**src/rtl/pipe_ctrl_unit.sv**
```systemverilog
// pipe_ctrl_unit: single-clock IF/ID/EX/WB pipeline control with
// RAW scoreboard, multi-cycle long ops and a timed memory handshake.
module pipe_ctrl_unit #(
  parameter int REGW     = 4,
  parameter int OPW      = 4,
  parameter int LONG_CYC = 2,
  parameter int MEM_TO   = 15
) (
  input  logic            clk_in,
  input  logic            rst_n,
  input  logic            start_pr,
  output logic            end_pr,
  output logic            if_en,
  output logic            pc_load,
  input  logic [OPW-1:0]  id_op,
  input  logic [REGW-1:0] id_rd,
  input  logic [REGW-1:0] id_rs1,
  input  logic [REGW-1:0] id_rs2,
  input  logic            id_rd_we,
  input  logic            id_rs1_use,
  input  logic            id_rs2_use,
  input  logic            id_is_long,
  input  logic            id_is_mem,
  input  logic            id_is_branch,
  input  logic            id_is_stop,
  output logic            id_adv,
  output logic            ex_valid,
  output logic [OPW-1:0]  ex_op,
  input  logic            ex_branch_taken,
  output logic            mem_req,
  input  logic            mem_ack,
  output logic            wb_en,
  output logic [REGW-1:0] wb_sel,
  output logic            mem_err
);
  localparam int NREG = 2**REGW;
  localparam logic [3:0] LC = 4'(LONG_CYC);
  localparam logic [7:0] MT = 8'(MEM_TO);

  typedef enum logic [1:0] {
    S_IDLE, S_RUN, S_DRAIN, S_DONE
  } state_t;

  state_t          r_state;
  logic            r_v_id, r_v_ex, r_v_wb;
  logic [NREG-1:0] r_sb;
  logic [OPW-1:0]  r_ex_op;
  logic [REGW-1:0] r_ex_rd, r_wb_rd;
  logic            r_ex_we, r_ex_long, r_ex_mem;
  logic            r_ex_br, r_ex_stop;
  logic            r_wb_we, r_wb_clr, r_wb_stop;
  logic [3:0]      r_cnt;
  logic [7:0]      r_mcnt;
  logic            r_mem_err;

  logic            w_to, w_ex_done, w_flush, w_kill;
  logic            w_haz, w_adv, w_run;
  logic [NREG-1:0] w_set, w_clr;

  assign w_to = r_v_ex & r_ex_mem & (r_mcnt == MT);

  always_comb begin
    w_ex_done = 1'b0;
    if (!r_v_ex)        w_ex_done = 1'b0;
    else if (r_ex_mem)  w_ex_done = mem_ack | w_to;
    else if (r_ex_long) w_ex_done = (r_cnt == LC);
    else                w_ex_done = 1'b1;
  end

  assign w_flush = w_ex_done & r_ex_br & ex_branch_taken;
  // timeout also squashes ID so nothing new enters after the error
  assign w_kill = w_flush | w_to;
  assign w_haz = r_v_id &
    ((id_rs1_use & r_sb[id_rs1]) |
     (id_rs2_use & r_sb[id_rs2]));
  assign w_adv = r_v_id & ~w_haz & ~w_kill &
    (~r_v_ex | w_ex_done);
  assign w_run = (r_state == S_RUN);

  assign w_set = (w_adv & id_rd_we) ?
    (NREG'(1) << id_rd) : '0;
  assign w_clr = (r_v_wb & r_wb_clr) ?
    (NREG'(1) << r_wb_rd) : '0;

  assign if_en = w_run & ~w_kill &
    (~r_v_id | (w_adv & ~id_is_stop));
  assign pc_load  = w_flush;
  assign id_adv   = w_adv;
  assign ex_valid = r_v_ex;
  assign ex_op    = r_ex_op;
  assign mem_req  = r_v_ex & r_ex_mem & ~w_to;
  assign wb_en    = r_v_wb & r_wb_we;
  assign wb_sel   = r_wb_rd;
  assign mem_err  = r_mem_err;
  assign end_pr   = (r_state == S_DONE);

  always_ff @(posedge clk_in or negedge rst_n) begin
    if (!rst_n) begin
      r_state   <= S_IDLE;
      r_v_id    <= 1'b0;
      r_v_ex    <= 1'b0;
      r_v_wb    <= 1'b0;
      r_sb      <= '0;
      r_ex_op   <= '0;
      r_ex_rd   <= '0;
      r_ex_we   <= 1'b0;
      r_ex_long <= 1'b0;
      r_ex_mem  <= 1'b0;
      r_ex_br   <= 1'b0;
      r_ex_stop <= 1'b0;
      r_wb_rd   <= '0;
      r_wb_we   <= 1'b0;
      r_wb_clr  <= 1'b0;
      r_wb_stop <= 1'b0;
      r_cnt     <= '0;
      r_mcnt    <= '0;
      r_mem_err <= 1'b0;
    end else begin
      r_sb <= (r_sb & ~w_clr) | w_set;

      if (w_kill)     r_v_id <= 1'b0;
      else if (if_en) r_v_id <= 1'b1;
      else if (w_adv) r_v_id <= 1'b0;

      if (w_adv) begin
        r_v_ex    <= 1'b1;
        r_ex_op   <= id_op;
        r_ex_rd   <= id_rd;
        r_ex_we   <= id_rd_we;
        r_ex_long <= id_is_long;
        r_ex_mem  <= id_is_mem;
        r_ex_br   <= id_is_branch;
        r_ex_stop <= id_is_stop;
      end else if (w_ex_done) begin
        r_v_ex  <= 1'b0;
        r_ex_op <= '0;
      end

      r_cnt <= (r_v_ex & r_ex_long & ~w_ex_done) ?
        r_cnt + 4'd1 : 4'd0;
      r_mcnt <= (r_v_ex & r_ex_mem & ~w_ex_done) ?
        r_mcnt + 8'd1 : 8'd0;

      r_v_wb <= w_ex_done;
      if (w_ex_done) begin
        r_wb_rd   <= r_ex_rd;
        r_wb_we   <= r_ex_we & ~w_to;
        r_wb_clr  <= r_ex_we;
        r_wb_stop <= r_ex_stop;
      end

      r_mem_err <= r_mem_err | w_to;

      unique case (r_state)
        S_IDLE:
          if (start_pr) r_state <= S_RUN;
        S_RUN:
          if (w_to) r_state <= S_DONE;
          else if (w_adv & id_is_stop)
            r_state <= S_DRAIN;
        S_DRAIN:
          if (w_to | (r_v_wb & r_wb_stop))
            r_state <= S_DONE;
        S_DONE:
          if (!start_pr) r_state <= S_IDLE;
        default: r_state <= S_IDLE;
      endcase
    end
  end
endmodule

```
**config.mk**
```make
export PLATFORM = sky130hd
export DESIGN_NAME = pipe_ctrl_unit
export DESIGN_NICKNAME = d
export VERILOG_FILES = /design/src/rtl/pipe_ctrl_unit.sv
export SDC_FILE = /design/constraint.sdc
export NUM_CORES = 1
export LEC_CHECK = 0
export ABC_AREA = 1
export CAP_MARGIN = 10
export CORE_AREA = 4 4 83 85
export DETAILED_ROUTE_END_ITERATION = 6
export DIE_AREA = 0 0 87 89
export GPL_TIMING_DRIVEN = 0
export HOLD_SLACK_MARGIN = 0.08
export MAX_ROUTING_LAYER = met4
export PLACE_DENSITY = 0.73
export RECOVER_POWER = 25
export SLEW_MARGIN = 20
export SYNTH_ARGS = -nofsm -noshare
export SYNTH_HDL_FRONTEND = slang
export SYNTH_SLANG_ARGS = --single-unit
```
**constraint.sdc**
```tcl
create_clock -name clk_in -period 3.3 [get_ports clk_in]
set_input_delay 0.33 -clock clk_in [delete_from_list [all_inputs] [get_ports clk_in]]
set_output_delay 0.33 -clock clk_in [all_outputs]
set_load 0.01 [all_outputs]
```
# --- Word level (Yosys, flattened, before mapping) ---
# Cells that the tools add are included.
totals:
  word_cells: 102
  out_inout_bits: 16
  reg_bits: 54
op_classes:
  eq_ne: 9
  n_mux: 24
  n_bitwise: 40
  addsub: 2
  n_shift: 2
  n_lt_le_gt_ge: 2
  reduce_logical: 4
ops:
  columns: ["cell", "n"]
  rows:
  - ["16-bit 2-to-1 mux", 2]
  - ["1-bit by 4-bit left shift with 16-bit output, first input constant", 2]
  - ["1-bit bitwise AND", 23]
  - ["16-bit bitwise AND", 1]
  - ["16-bit NOT", 1]
  - ["16-bit OR", 1]
  - ["4-bit 2-to-1 mux", 3]
  - ["4-bit by 5-bit < comparator with 1-bit output, second input constant", 2]
  - ["1-bit 2-to-1 mux", 10]
  - ["2-bit 2-to-1 mux", 5]
  - ["8-bit by 1-bit adder with 8-bit output, second input constant", 1]
  - ["1-bit binary-select mux with 4-bit select", 2]
  - ["8-bit by 4-bit equality test with 1-bit output, second input constant", 1]
  - ["8-bit 2-to-1 mux", 1]
  - ["2-bit one-hot mux with 4 select lines", 1]
  - ["1-bit NOT", 7]
  - ["1-bit OR", 7]
  - ["2-bit != test, second input constant", 3]
  - ["4-bit by 1-bit adder with 4-bit output, second input constant", 1]
  - ["2-bit equality test, second input constant", 2]
  - ["4-bit by 2-bit equality test with 1-bit output, second input constant", 1]
  - ["4-bit AND reduction", 1]
  - ["3-bit by 2-bit != test with 1-bit output, second input constant", 1]
  - ["3-bit nonzero test", 1]
  - ["3 further kinds", 3]

# --- Logic depth before layout (Yosys ltp) ---
depth:
  depth_word: 16
  ltp_mapped: 15
  ltp_nobuf: 14

# --- Worst setup path before layout ---
# No wires, ideal clock.
synth_timing:
  path_type: "reg-to-output"
  start: "reg r_mcnt[0]"
  end: "out if_en"
  path_stages_with_launch: 14
  t_arrival_ns: 1.532
  path_buffers: 0
  t_required_ns: 2.970
  setup_slack_ns: 1.438
  cell_sequence: "dfrtp_1 ha_1 nand3_2 nor2_2 nand2_1 nand2_1 nand2_2 nand2_2 nand3_2 nor2_4 nand2_1 nand2_1 nand3_1 inv_1"
synth_between:
  elab_chain_len: 14
  word_cells_on_any_way: 16
  classes_between: "eq/ne: 1; mux: 2; bitwise: 13"
synth_lines:
  columns: ["item", "line_no", "text"]
  rows:
  - ["start: declaration", "53", "logic [7:0] r_mcnt;"]
  - ["start signal: assignment", "141", "r_mcnt <= (r_v_ex & r_ex_mem & ~w_ex_done) ?"]
  - ["8-bit by 4-bit equality test with 1-bit output (*)", "60", "assign w_to = r_v_ex & r_ex_mem & (r_mcnt == MT);"]
  - ["1-bit bitwise AND (*)", "60", null]
  - ["1-bit OR", "65", "else if (r_ex_mem) w_ex_done = mem_ack | w_to;"]
  - ["1-bit 2-to-1 mux", "65", null]
  - ["1-bit 2-to-1 mux", "64", "if (!r_v_ex) w_ex_done = 1'b0;"]
  - ["1-bit bitwise AND (2 in series)", "70", "assign w_flush = w_ex_done & r_ex_br & ex_branch_taken;"]
  - ["1-bit OR", "72", "assign w_kill = w_flush | w_to;"]
  - ["1-bit NOT", "76, 85", null]
  - ["1-bit bitwise AND (2 in series)", "76", "assign w_adv = r_v_id & ~w_haz & ~w_kill &"]
  - ["1-bit bitwise AND", "86", "(~r_v_id | (w_adv & ~id_is_stop));"]
  - ["1-bit OR", "86", null]
  - ["1-bit bitwise AND (*)", "85", "assign if_en = w_run & ~w_kill &"]
  - ["end: declaration", "13", "output logic if_en,"]
# Every way passes the cells marked *; elsewhere a longest branch is shown, timed or not.

# --- Worst setup path in the final report ---
# Ends and elaborated chain as after synthesis.

==> results.py <==
metrics = {
    "clocking": {
        "numCtsBuffers": 5,
        "clock_path_buffers": 2,
        "clk_pin_slew_ns": 0.10,
        "cts_tree": "done",
        "root_buffer": "clkbuf_8",
        "cts_max_level": 2,
        "cts.sinks": 54,
        "insertion_delay_ns": 0.31,
    },
    "timing": {
        "drv_slew": 0,
        "whs_ns": 0.452,
        "tightest_slew_ns": 1.33,
        "finalCritPeriodShare": 0.899,
        "hold_viol": 0,
        "period_needed_ns": 2.97,
        "slew_headroom": 0.110,
        "setup_tns_ns": 0,
        "fmax_mhz": 337,
        "rsz0062_at_grt": "false",
        "clock_skew_ns": 0.00898,
        "finalSetupViolations": 0,
    },
    "pwr": {
        "p_leak_uw": 0.00173,
        "ir_drop_uv": 375,
        "power.total_uw": 2310,
        "power.density_nw_per_um2": 649,
    },
    "synth": {
        "yosys_register_bits": 54,
        "avgSynthCellArea_sq_um": 7.78,
        "synth_fp_nets": 415,
        "yosysSeqAreaShare": 0.457,
        "synth_cell_type_count": 32,
        "ys_async_sr_fraction": 1.00,
        "syn_area_sq_um": 2960,
        "synthCells": 380,
        "synth-edff-count": 0,
        "ys.warnings.count": 0,
        "synth_flop_cell": "dfrtp_1",
    },
    "route": {
        "num_vias": 2599,
        "drtPass1Iterations": 4,
        "drc": 0,
        "detail-route-antenna-nets": 0,
        "drt_iter0_drc": 181,
        "wl_per_cell_um": 13.2,
        "routed_via_density": 5.14,
        "routed_wirelength_um": 6660,
    },
    "finish": {
        "utilization": 0.572,
        "mostFrequentLayoutCells": "nand2_1, dfrtp_1, nand3_1",
        "area_growth_pct": 20.0,
        "nets": 463,
        "layout_commonest_cell": "nand2_1",
        "diodes": 0,
        "layout-drive-gt1-share": 0.105,
        "nFillCells": 593,
        "finalInstanceArea_sq_um": 3550,
    },
    "grt": {
        "grt_first_pass_wirelength_um": 11500,
        "grt-busiest-layer": "met2",
        "grt_util_all_layers": 0.193,
        "gr-total-overflow": 0,
        "grt_pass1_vias": 2594,
        "use_met2": 0.311,
        "met3_usage": 0.0424,
        "grt_use_met1": 0.242,
        "antenna_found_initial": 0,
        "grt_max_degree": 55,
    },
    "floorplan": {
        "die_x_um": 87,
        "fp.dieH_um": 89,
        "coreArea_sq_um": 6200,
        "pin_count": 44,
        "row_count": 29,
        "initial_core_util": 0.477,
        "die_area_sq_um": 7740,
    },
    "hold_path": {
        "whs_path_depth": 3,
        "hold_start": "id_rd[3]",
        "hold_path.class": "in2reg",
        "hold-path-endpoint": "r_sb[8]",
    },
    "critical_path": {
        "worst_ep_arrival_time_ns": 2.64,
        "crit_fanout": 6,
        "r2r_slack_ns": 1.33,
        "r2r-start": "r_mcnt[0]",
        "path_class": "reg2out",
        "endpoint_kind": "output port",
        "reg2regPathDepth": 9,
        "start_kind": "flip-flop",
        "cp_data_required_time_ns": 2.97,
        "rr_endpoint": "r_sb[12]",
    },
    "placement": {
        "placed_cell_area_sq_um": 3450,
        "dpl.hpwl_um": 5080,
        "gp_congestion": 0.864,
        "port_buffers": 40,
    },
    "job": {
        "cap_violations": 0,
    },
    "outcome": {
        "status": "finished, final reports clean",
    },
}
==> timing repair <==
action | 4_1_cts | 5_1_grt
gates resized for setup | 0 | 0
hold buffers | 1 | 0
buffers inserted | 0 | 0
endpoints found under the setup margin | 0 | 0
hold endpoints to repair | 8 | 0
==> cell families after synthesis <==
| family | count (synthesis) | share of synthesized area |
|---|---|---|
| xor gates and xnor gates | 4 | 0.0118 |
| adders and majority gates | 7 | 0.0296 |
| DFF | 54 | 0.457 |
| and+or+nand+nor | 208 | 0.311 |
| AOI/OAI and AO/OA | 49 | 0.107 |
| buffers and inverters | 58 | 0.0833 |
==> critical path, stage by stage, from the launching register on <==
cell and delay, ns:
dfrtp_1 0.41, ha_1 0.24, nand3_2 0.13, nor3_2 0.10
a41oi_2 0.30, nand3_2 0.13, nor2_4 0.17, nand2_1 0.07
nand2_1 0.06, nand3_1 0.09, inv_1 0.09, clkdlybuf4s50_1 0.53
==> metrics by stage <==
step / worst slack (ns) / instances
finish: 0.333 / 506
global placement: 0.244 / 497
detailed placement: 0.429 / 497
global route: 0.106 / 506
CTS: 0.289 / 506
floorplan: 1.44 / 380
==> state kept, by name, indices dropped and copies added, names as in the netlist, 2 cells and up <==
name / count
ex_op: 4
r_cnt: 4
r_ex_rd: 4
r_mcnt: 8
r_sb: 16
r_state: 2
wb_sel: 4
==> how the worst max path moves through the flow <==
stage / from / end / cells past startpoint
after global placement: rst_n / ex_op[1] / 1
after CTS: r_mcnt[0] / if_en / 11
after detailed placement: id_rs2[1] / if_en / 14
final: r_mcnt[0] / if_en / 11
after global routing: r_mcnt[0] / if_en / 14
after floorplan: r_mcnt[0] / if_en / 13
==> Yosys cell counts (3+ instances only) <==
cell     instances  area (sq um)
a21oi_1          3          15.0
buf_2            3          15.0
buf_6            3          33.8
dfrtp_1         54          1350
ha_1             7          87.6
inv_1           47           176
inv_2            3          11.3
nand2_1        112           420
nand2_2          6          37.5
nand3_1         49           245
nand3_2          3          30.0
nor2_1          25          93.8
nor3_1           3          15.0
o21ai_0         32           160
o21ai_2          9          78.8
==> power by group <==
part | internal [uW] | leakage [uW] | switching, uW
clock | 149 | 0.0000441 | 218
combinational | 391 | 0.00104 | 544
sequential | 854 | 0.000645 | 148
==> final cells by class <==
type,instances,area (sq um),share of cell area
multi-input combinational,268,1360,0.383
buffer,7,52.6,0.0148
clock inverter,3,21.3,0.00599
timing repair buffer,41,405,0.114
sequential,54,1350,0.381
clock buffer,5,68.8,0.0194
tap,77,96.3,0.0271
inverter,51,194,0.0546
==> layer usage <==
layer	vias to the layer above	routed length (um)
met3	16	395
li1	1304	-
met2	81	3110
met4	0	136
met5	-	0
met1	1198	3010
Note: power is estimated with default switching activity, not from simulation.
